[src/rtl/sa_skew_feeder.sv]
// Skewed A/B edge feeder for the systolic MAC array: buffers one N x N tile, then streams it diagonally.
// Define SKEW_FEEDER_PINGPONG_EN for a second tile bank so the next tile loads while the current one streams.
module sa_skew_feeder #(
   parameter int DATAWIDTH = 16,
   parameter int N = 4
) (
   input  logic                   clk,
   input  logic                   rst_n,
   input  logic                   in_valid,
   output logic                   in_ready,
   input  logic [N*DATAWIDTH-1:0] in_a,
   input  logic [N*DATAWIDTH-1:0] in_b,
   output logic [N*DATAWIDTH-1:0] a_edge,
   output logic [N*DATAWIDTH-1:0] b_edge,
   output logic                   acc_clr,
   output logic                   busy,
   output logic                   done
);
   localparam int CW = $clog2(3*N);
   localparam int IW = $clog2(N);
   localparam logic [CW-1:0] CNT_LAST  = CW'(N-1);
   localparam logic [CW-1:0] CNT_FULL  = CW'(N);
   localparam logic [CW-1:0] STEP_LAST = CW'(3*N-2);

   typedef enum logic [1:0] {LOAD, STREAM, DONE} state_t;

   state_t                 state_q, state_n;
   logic [CW-1:0]          step_q, step_n;
   logic [CW-1:0]          cnt_q, cnt_n;
   logic                   accept, full_n, swap, ready_n;
   logic [N*DATAWIDTH-1:0] a_nxt, b_nxt;
   logic [DATAWIDTH-1:0]   a_cur [N][N];
   logic [DATAWIDTH-1:0]   b_cur [N][N];

   assign accept = in_valid && in_ready;
   assign full_n = accept ? (cnt_q == CNT_LAST) : (cnt_q == CNT_FULL);

`ifdef SKEW_FEEDER_PINGPONG_EN
   logic                 fill_bank, rd_bank;
   logic [DATAWIDTH-1:0] a_buf [2][N][N];
   logic [DATAWIDTH-1:0] b_buf [2][N][N];

   always_ff @(posedge clk) begin
      if (accept) begin
         for (int i = 0; i < N; i++) begin
            a_buf[fill_bank][cnt_q[IW-1:0]][i] <= in_a[i*DATAWIDTH +: DATAWIDTH];
            b_buf[fill_bank][cnt_q[IW-1:0]][i] <= in_b[i*DATAWIDTH +: DATAWIDTH];
         end
      end
   end

   // The completed fill bank becomes the stream bank; filling moves to the other one.
   always_ff @(posedge clk or negedge rst_n) begin
      if (!rst_n) begin
         fill_bank <= 1'b0;
         rd_bank   <= 1'b0;
      end else if (swap) begin
         rd_bank   <= fill_bank;
         fill_bank <= ~fill_bank;
      end
   end

   always_comb begin
      a_cur = a_buf[rd_bank];
      b_cur = b_buf[rd_bank];
   end

   assign ready_n = (cnt_n != CNT_FULL);
`else
   always_ff @(posedge clk) begin
      if (accept) begin
         for (int i = 0; i < N; i++) begin
            a_cur[cnt_q[IW-1:0]][i] <= in_a[i*DATAWIDTH +: DATAWIDTH];
            b_cur[cnt_q[IW-1:0]][i] <= in_b[i*DATAWIDTH +: DATAWIDTH];
         end
      end
   end

   assign ready_n = (state_n == LOAD);
`endif

   // Step 0 of STREAM is the acc_clr cycle; steps 1..3N-2 carry edge cycles 0..3N-3.
   always_comb begin
      state_n = state_q;
      step_n  = step_q;
      cnt_n   = cnt_q;
      swap    = 1'b0;
      if (accept) cnt_n = cnt_q + CW'(1);
      case (state_q)
         LOAD: begin
            if (full_n) begin
               state_n = STREAM;
               swap    = 1'b1;
            end
         end
         STREAM: begin
            if (step_q == STEP_LAST) begin
               state_n = DONE;
               step_n  = '0;
            end else begin
               step_n = step_q + CW'(1);
            end
         end
         DONE: begin
            if (full_n) begin
               state_n = STREAM;
               swap    = 1'b1;
            end else begin
               state_n = LOAD;
            end
         end
         default: state_n = LOAD;
      endcase
      if (swap) begin
         cnt_n  = '0;
         step_n = '0;
      end
   end

   // Beat k holds column k of A and row k of B, so one diagonal select serves both edges.
   always_comb begin
      a_nxt = '0;
      b_nxt = '0;
      if (state_n == STREAM && step_n != '0) begin
         for (int i = 0; i < N; i++) begin
            for (int k = 0; k < N; k++) begin
               if (int'(step_n) - 1 == i + k) begin
                  a_nxt[i*DATAWIDTH +: DATAWIDTH] = a_cur[k][i];
                  b_nxt[i*DATAWIDTH +: DATAWIDTH] = b_cur[k][i];
               end
            end
         end
      end
   end

   always_ff @(posedge clk or negedge rst_n) begin
      if (!rst_n) begin
         state_q  <= LOAD;
         step_q   <= '0;
         cnt_q    <= '0;
         in_ready <= 1'b0;
         acc_clr  <= 1'b0;
         busy     <= 1'b0;
         done     <= 1'b0;
         a_edge   <= '0;
         b_edge   <= '0;
      end else begin
         state_q  <= state_n;
         step_q   <= step_n;
         cnt_q    <= cnt_n;
         in_ready <= ready_n;
         acc_clr  <= swap;
         busy     <= (state_n != LOAD);
         done     <= (state_n == DONE);
         a_edge   <= a_nxt;
         b_edge   <= b_nxt;
      end
   end
endmodule

[config.mk]
export PLATFORM = sky130hd
export DESIGN_NAME = sa_skew_feeder
export DESIGN_NICKNAME = d
export VERILOG_FILES = /design/src/rtl/sa_skew_feeder.sv
export SDC_FILE = /design/constraint.sdc
export NUM_CORES = 1
export LEC_CHECK = 0
export BUFFER_PORTS_ARGS = -buffer_cell sky130_fd_sc_hd__buf_2
export CAP_MARGIN = 15
export CORE_AREA = 10 10 177 262
export DETAILED_ROUTE_END_ITERATION = 7
export DIE_AREA = 0 0 187 272
export PLACE_DENSITY = 0.81
export SYNTH_ARGS = -nofsm -noshare
export SYNTH_HDL_FRONTEND = slang
export SYNTH_SLANG_ARGS = --single-unit
export TNS_END_PERCENT = 30
[constraint.sdc]
create_clock -name clk -period 5.2 [get_ports clk]
set_clock_uncertainty 0.05 [all_clocks]
set_input_delay 1.04 -clock clk [delete_from_list [all_inputs] [get_ports clk]]
set_output_delay 1.04 -clock clk [all_outputs]
set_load 0.1 [all_outputs]
After elaboration in Yosys (flattened, before gate mapping):

Memory sizes are Yosys's and may differ from the RTL's.
Cells that the tools add are included.

* register bits after elaboration: 142
* RAM bits: 512
* input port bits: 131
* word-level logic and storage cells: 84
* memories kept: 2

Memory list
* a_cur: depth 4, width 64, rd ports 4, clocked after Yosys merged registers in 0, write ports 1, RTL line 32 `logic [DATAWIDTH-1:0] a_cur [N][N];`
* b_cur: depth 4, width 64, rd ports 4, clocked after Yosys merged registers in 0, write ports 1, RTL line 33 `logic [DATAWIDTH-1:0] b_cur [N][N];`

* $add $sub $neg: 3
* equal/unequal tests: 13
* muxes and demuxes: 48
* reduce and logical (&&, ||, !) cells: 9

Operators by type and width (count)
* 2-to-1 mux 16 bit: 32
* 2-to-1 mux 64 bit: 2
* logical NOT 32 bit: 1
* 2-to-1 mux 4 bit: 5
* equality test 5 x 4 -> 1 bit, second input constant: 3
* equality test 5 x 3 -> 1 bit, second input constant: 2
* adder 4 x 1 -> 4 bit, second input constant: 2
* 2-to-1 mux 1 bit: 6
* one-hot mux 2 bit (3 select lines): 1
* equality test 5 x 2 -> 1 bit, second input constant: 1
* subtractor 4 x 1 -> 5 bit, second input constant: 1
* equality test 2 x 1 -> 1 bit, second input constant: 2
* equality test 2 bit, second input constant: 2
* equality test 4 x 2 -> 1 bit, second input constant: 1
* equality test 4 x 3 -> 1 bit, second input constant: 1
* equality test 4 bit, second input constant: 1
* logical NOT 2 bit: 2
* 2-to-1 mux 2 bit: 2
* nonzero test 2 bit: 2
* nonzero test 4 bit: 1
* logical AND 1 bit: 2
* OR reduction 2 bit: 1

Logic depth before layout (Yosys ltp):

Gate-level depths: netlist of the first run.

* depth in word-level cells: 12
* gate-level depth with buffers: 9

Least setup slack after synthesis of the first run:

Ideal clock, no wire load.

* kind: register to register
* start: register in_ready
* end: memory a_cur[3][0] (netlist bit) (enable)
* setup time: 0.505 ns
* arrival time: 4.158 ns
* data required time: 4.645 ns
* slack: 0.487 ns
* stages on the path, launching flop included: 2
* buffers on the path: 0
* period minus slack after synthesis: 4.713 ns
* cells stage by stage: dfrtp_1 > and3_1

* longest elaborated chain between the ends: 3

Ends and longest elaborated chain
* from (decl): RTL line 10 `output logic in_ready,`
* from (signal assigned): RTL line 151 `in_ready <= ready_n;`
* logical AND 1 bit: RTL line 35 `assign accept = in_valid && in_ready;`
* 2-to-1 mux 1 bit: RTL line 71 `if (accept) begin`
* 2-to-1 mux 1 bit (implied by the code): RTL line 73 `a_cur[cnt_q[IW-1:0]][i] <= in_a[i*DATAWIDTH +: DATAWIDTH];`
* to (decl): RTL line 32

Every way passes these cells.

Final worst setup path of the first run:

* start: register step_q[1]
* end: register a_edge[22]

* longest elaborated chain between the ends: 11
* elaborated cells on any way between the ends: 20

Ends and longest elaborated chain
* from (decl): RTL line 28 `logic [CW-1:0] step_q, step_n;`
* from (signal assigned): RTL line 149 `step_q <= step_n;`
* adder 4 x 1 -> 4 bit or equality test 4 bit (tied branches): RTL line 101, 97
* 2-to-1 mux 4 bit: RTL line 97 `if (step_q == STEP_LAST) begin`
* 2-to-1 mux 4 bit: RTL line 89 `case (state_q)`
* 2-to-1 mux 4 bit: RTL line 114 `if (swap) begin`
* subtractor 4 x 1 -> 5 bit: RTL line 127 `if (int'(step_n) - 1 == i + k) begin`
* equality test 5 x 2 -> 1 bit: RTL line 127
* 2-to-1 mux 16 bit (4 in a row): RTL line 127
* 2-to-1 mux 64 bit *: RTL line 124 `if (state_n == STREAM && step_n != '0) begin`
* via a_nxt[22]: RTL line 31 `logic [N*DATAWIDTH-1:0] a_nxt, b_nxt;`
* to (signal assigned): RTL line 155 `a_edge <= a_nxt;`
* to (decl): RTL line 13 `output logic [N*DATAWIDTH-1:0] a_edge,`

Mark *: on every way through the listed nets, which the timed path passes. The rest lies on a longest branch.
A chain may end at the register's enable or synchronous reset.

==> results by group, run 1 <==
Timing
  • Finish-stage setup viols: 0
  • Tcrit/Tclk final: 76.5%
  • Post-layout min period: 3980 ps
  • WHS: 426 ps
  • Max Slew Vio Count: 0
  • Final Worst Setup Slack: 1220 ps
  • Post-route setup TNS: 0 ps
  • RSZ-0062 raised after global routing: no
  • Fmax: 0.251 GHz
  • Rel. slew slack: 24.8%
  • Final hold violation count: 0
  • Worst-Margin Slew: 1130 ps

Synthesis
  • Synth warnings: 0
  • Mapped cell area: 23900 µm²
  • EDFF count, synth: 512
  • Syn avg cell area: 17.1 µm²
  • Unique masters post-synth: 41
  • Async S/R FF share, synth: 21.7%
  • Ranking of synthesized cells by area: edfxtp_1, dfrtp_1, a22oi_1
  • FF+latch count, synth: 654
  • Register area share after synthesis: 79.2%
  • Mapped Nets: 1536
  • Post-synth top area cell: edfxtp_1
  • Share of the synthesized area in the top cell type: 64.3%
  • Post-Synthesis Cells: 1401
  • Synth Flop Type: edfxtp_1

Floorplanning
  • FP Rows: 92
  • Core footprint: 41700 µm²
  • Initial core utilization: 57.4%
  • DIE WIDTH: 187 µm
  • Die Ht: 272 µm
  • Total die area: 50900 µm²
  • I/O pin cnt: 263

Route
  • Vias per inst: 5.98
  • Residual DRC count: 0
  • Initial DRC Count: 1351
  • Vias: 13541
  • Post-DRT Antenna Nets: 0
  • WL per Instance: 24.2 µm
  • Drt pass-1 iters: 7
  • Final WL: 54800 µm

Clocking
  • Clock-pin slew on the worst setup and hold paths: 70 ps
  • Clk root buf: clkbuf_16
  • Latest clock arrival within the worst-skew pair: 580 ps
  • CTS tree: yes
  • PostCTS Resize Cnt: 0
  • TritonCTS sink count: 654
  • Post-CTS Setup Inserts: 0
  • H-tree depth: 2
  • TritonCTS buffer count: 55
  • CTS Buffer Depth: 3
  • Post-cts hold buffer count: 0

Place
  • Routability cong.: 0.811
  • Placed Cells: 2155
  • Place WS: 1190 ps
  • Hpwl dp: 30600 µm
  • # port buffers: 262

GRT
  • GRT Util Overall: 21.1%
  • Antenna violations before repair: 13
  • First-pass GRT wire length: 83600 µm
  • Vias in the first global route: 14456
  • Largest net degree at the start of global routing: 97
  • GRT overflow: 0

Pwr
  • Cell area power density: 633 nW/µm²
  • P_leak: 0.0101 µW
  • Sequential power share: 40.2%
  • Clock power frac: 22.8%
  • Net Sw Frac: 41.7%
  • Peak supply drop: 532 µV
  • Sw power: 7290 µW
  • Comb pwr share: 36.9%
  • Internal power: 10200 µW

Worst hold path
  • Type of the worst min-delay path: in -> async

Layout
  • Commonest non-fill, non-tap cell in the layout: edfxtp_1
  • Flip-flop and latch area: 18900 µm²
  • Final cell count without fillers: 2265
  • Layout area overhead: 15.6%
  • Area of the multi-input gates: 4390 µm²
  • Fillers: 2812
  • Commonest cells after routing, fill and taps aside: edfxtp_1, buf_2, dfrtp_1
  • Nets: 1783
  • Ratio of cells with drive above 1 in the final layout: 28.0%

Critical path
  • WS Path Type: reg -> reg
  • Critical Path AT: 4410 ps
  • Maximum fanout along the worst path: 59
  • Critical Path Source Type: flop
  • Critical Path RT: 5630 ps
  • Crit. End Element: flop

Status
  • Status: finished, final reports clean

Flow run
  • Max cap viols: 0
==> metal layers <==
layer  wire length, µm  GRT usage (%)
met5                59              0
met4              1720           8.91
met3              3320           3.88
met2             29200           37.7
met1             20600           24.4
==> path summary, 6_finish.rpt <==
kind | start | end | slack (ps) | cells after the start
setup / recovery | step_q[1]$_DFF_PN0_ | a_edge[22]$_DFF_PN0_ | 1220 | 7
hold / removal | rst_n | b_edge[51]$_DFF_PN0_ | 430 | 1
setup reg to reg | step_q[1]$_DFF_PN0_ | a_edge[22]$_DFF_PN0_ | 1220 | 7
hold reg to reg | a_cur[0][22]$_DFFE_PP_ | a_edge[38]$_DFF_PN0_ | 430 | 2
max in group asynchronous | rst_n | a_edge[5]$_DFF_PN0_ | 3530 | 2
min in group clk | a_cur[0][22]$_DFFE_PP_ | a_edge[38]$_DFF_PN0_ | 430 | 2
==> Yosys cell counts, types with 2 or more instances <==
cell type,instances
nor3_1,3
nor2_1,7
a221oi_1,48
xnor2_1,3
nor4_1,5
nor4_4,2
buf_4,3
buf_2,23
xor2_1,3
inv_2,2
a22oi_1,130
and3_1,4
a21boi_0,32
dfrtp_1,142
a21oi_1,67
inv_1,68
edfxtp_1,512
nand2b_1,4
nand2_1,104
o211ai_1,33
a221oi_2,48
o21ai_0,27
buf_6,3
ha_1,4
nand3_1,2
clkbuf_1,65
mux2_2,32
o21ai_1,8
buf_1,3
nor2b_1,2
nor4b_2,2
==> cell families (layout without fill, tap and decap cells) <==
family,count (synthesis),after routing,share of synthesized area (%)
AND/OR/NAND/NOR,141,141,2.74
XOR/XNOR,6,6,0.220
adder cells (fa/ha/maj),4,4,0.209
multiplexers,32,32,1.51
other,0,7,0
buffers and inverters,167,460,2.88
flip-flops,654,654,79.2
AO/OA/AOI/OAI,397,397,13.3
==> flip-flops by register name, indices dropped and copies added, names as in the netlist <==
name	flops
in_ready	1
b_cur	256
a_cur	256
b_edge	64
state_q	2
step_q	4
done	1
busy	1
a_edge	64
cnt_q	4
acc_clr	1
==> through the flow <==
stage	total power [µW]	cell area (µm²)	utilization, %
2_1_floorplan	12000	23900	-
3_3_place_gp	13400	25900	62.1
3_5_place_dp	13600	25900	62.1
4_1_cts	17600	27600	66.3
5_1_grt	18200	27600	66.3
6_report	17500	27600	66.3
==> worst max-delay path, cell delays in order (launching register included) <==
cell and delay (ps):
dfrtp_2 1030, nand4b_1 300, o32a_1 250, nor4_2 190, buf_4 710, buf_4 710, a221oi_1 290, a221oi_2 310
==> final cells by class <==
cell class	count	area share (%)
clock inverter	25	0.666
timing repair buffer	287	5.67
antenna	7	0.0634
inverter	70	0.951
sequential	654	68.5
tap	564	2.55
clock buffer	78	5.70
multi-input combinational	580	15.9
==> power groups by stage <==
stage               logic [µW]  registers (µW)  clock network, µW
floorplan                 2620            9390                  0
global placement          6330            7120                  0
detailed placement        6460            7140                  0
CTS                       6500            7050               4050
global route              6810            7110               4260
finish                    6460            7040               3990
(Power assumes the default switching activity.)
==> run 2, diff against run 1 <==
ABC_AREA = 1   (was default)
CORE_AREA = 10 10 179 264   (was 10 10 177 262)
DIE_AREA = 0 0 189 274   (was 0 0 187 272)
clock period = 3.96 ns   (was 5.2 ns; I/O delays follow)
==> results by group, run 2 <==
Status
  • Status: finished, final reports clean

Timing
  • WHS: 66.9 ps
  • Rel. slew slack: 39.8%
  • Post-layout min period: 2890 ps
  • RSZ-0062 raised after global routing: no
  • Tcrit/Tclk final: 73.0%
  • Worst-Margin Slew: 903 ps
  • Max Slew Vio Count: 0
  • Post-route setup TNS: 0 ps
  • Fmax: 0.346 GHz
  • Finish-stage setup viols: 0
  • Final hold violation count: 0

Pwr
  • P_leak: 0.0119 µW
  • Sw power: 10300 µW
  • Peak supply drop: 720 µV
  • Sequential power share: 39.1%
  • Net Sw Frac: 43.0%
  • Comb pwr share: 38.1%
  • Clock power frac: 22.8%
  • Internal power: 13600 µW
  • Cell area power density: 846 nW/µm²

Flow run
  • Max cap viols: 0

Place
  • Routability cong.: 0.811
  • Placed Cells: 2703
  • Post-placement cell area: 26400 µm²
  • # port buffers: 262
  • Hpwl dp: 33300 µm

GRT
  • Vias in the first global route: 15655
  • Antenna violations before repair: 15
  • GRT overflow: 0
  • GRT Util Overall: 21.4%
  • Largest net degree at the start of global routing: 97
  • First-pass GRT wire length: 86000 µm

Layout
  • Commonest cells after routing, fill and taps aside: edfxtp_1, nor2_1, inv_1
  • Fin area: 28300 µm²
  • Nets: 2326
  • Ratio of cells with drive above 1 in the final layout: 17.7%
  • Commonest non-fill, non-tap cell in the layout: edfxtp_1
  • Fillers: 2919
  • Layout area overhead: 16.5%
  • Core Util, Final: 66.2%
  • Final cell count without fillers: 2823

Synthesis
  • Post-Synthesis Cells: 1919
  • Async S/R FF share, synth: 21.7%
  • FF+latch count, synth: 654
  • Most frequent cell after synthesis: edfxtp_1
  • Ranking of synthesized cells by area: edfxtp_1, dfrtp_1, nor2_1
  • Share of the synthesized area in the top cell type: 63.3%
  • Commonest cells post-synth: edfxtp_1, nor2_1, inv_1, nand2_1, o21ai_0
  • Synth warnings: 0
  • Mapped Nets: 2054
  • Syn avg cell area: 12.7 µm²
  • Unique masters post-synth: 28
  • Synth Flop Type: edfxtp_1
  • Register area share after synthesis: 78.0%
  • Mapped cell area: 24300 µm²
  • EDFF count, synth: 512
  • Post-synth top area cell: edfxtp_1

Critical path
  • Critical Path Source Type: flop
  • Crit-path max cell delay: 590 ps
  • Crit. End Element: flop
  • Maximum fanout along the worst path: 53
  • CP bufs+invs: 2
  • Slowest cell on crit path: inv_2
  • Worst path cell trace: nand2_2 > nor2_2 > nand2_1 > nand2_4 > nand2_4 > nand3_2 > inv_2 > nor2_4 > inv_2 > o21ai_0 > nor2_1 > nor2_1
  • Critical Path RT: 4390 ps
  • WS Path Type: reg -> reg
  • CP top delay family: simple AND/OR/NAND/NOR gates
  • Critical Path AT: 3320 ps

Route
  • WL per Instance: 20.1 µm
  • Post-DRT Antenna Nets: 0
  • Vias: 15160
  • Final WL: 56800 µm
  • Drt pass-1 iters: 5
  • Initial DRC Count: 1253
  • Vias per inst: 5.37
  • Residual DRC count: 0

Floorplanning
  • I/O pin cnt: 263
  • Initial core utilization: 56.8%
  • Total die area: 51800 µm²
  • FP Rows: 93
  • Core footprint: 42700 µm²
  • DIE WIDTH: 189 µm
  • Die Ht: 274 µm

Clocking
  • PostCTS Resize Cnt: 0
  • CTS tree: yes
  • Clk root buf: clkbuf_16
  • Post-cts hold buffer count: 0
  • TritonCTS buffer count: 56
  • TritonCTS sink count: 654
  • Latest clock arrival within the worst-skew pair: 610 ps
  • CTS Buffer Depth: 3
  • Clock-pin slew on the worst setup and hold paths: 70 ps
  • H-tree depth: 2
  • Post-CTS Setup Inserts: 0

Worst hold path
  • Type of the worst min-delay path: in -> async
==> run 2: changes by cell type after synthesis, moves of 33 or more <==
cell	delta
nand2_1	+146
o21ai_0	+191
a22oi_1	-130
a21oi_1	-34
o211ai_1	-33
inv_1	+203
nor2_1	+294
o21ai_1	+65
a221oi_2	-48
a221oi_1	-48
==> run 2: final timing paths <==
path | from | end | slack, ps | cells past startpoint
max in group asynchronous | rst_n | a_edge[46]$_DFF_PN0_ | 2840 | 2
max | in_ready$_DFF_PN0_ | b_edge[14]$_DFF_PN0_ | 1070 | 12
min in group clk | in_b[38] | b_cur[1][22]$_DFFE_PP_ | 340 | 1
min | rst_n | b_edge[41]$_DFF_PN0_ | 70 | 1
max reg2reg | in_ready$_DFF_PN0_ | b_edge[14]$_DFF_PN0_ | 1070 | 12
min reg2reg | cnt_q[3]$_DFFE_PN0P_ | cnt_q[3]$_DFFE_PN0P_ | 430 | 1
==> run 2: layout make-up <==
| cell class | instances | area (µm²) | area share (%) |
|---|---|---|---|
| Antenna cell | 14 | 35.0 | 0.124 |
| Clock buffer | 81 | 1560 | 5.50 |
| Clock inverter | 25 | 283 | 1.00 |
| Inverter | 279 | 1050 | 3.70 |
| Multi-Input combinational cell | 907 | 4000 | 14.1 |
| Sequential cell | 654 | 18900 | 66.9 |
| Tap cell | 570 | 713 | 2.52 |
| Timing Repair Buffer | 293 | 1730 | 6.10 |
==> run 2: routing by layer <==
| layer | track usage (%) | wire length (µm) |
|---|---|---|
| met1 | 23.0 | 19900 |
| met2 | 38.7 | 30200 |
| met3 | 5.34 | 4620 |
| met4 | 9.84 | 1950 |
| met5 | 0 | 102 |
==> run 2: logic make-up (layout without fill, tap and decap cells) <==
family	Yosys count	count (layout)	synth area share [%]
AO/OA/AOI/OAI	328	328	6.82
XOR/XNOR	3	3	0.108
adder cells (fa/ha/maj)	4	4	0.206
buffers and inverters	358	678	5.76
flip-flops	654	654	78.0
other	0	14	0
AND/OR/NAND/NOR	572	572	9.14
==> run 2: power groups by stage <==
| stage | logic, µW | registers (µW) | clock network (µW) |
|---|---|---|---|
| floorplan | 3150 | 13100 | 0 |
| global placement | 8800 | 9420 | 0 |
| detailed placement | 9060 | 9470 | 0 |
| CTS | 9140 | 9360 | 5550 |
| global route | 9710 | 9440 | 5810 |
| finish | 9100 | 9360 | 5470 |
==> run 2: metrics by stage <==
stage	worst slack [ps]	power (µW)
4_1_cts	1090	24000
3_3_place_gp	861	18200
3_5_place_dp	725	18500
6_report	1070	23900
2_1_floorplan	-1170	16200
5_1_grt	881	25000
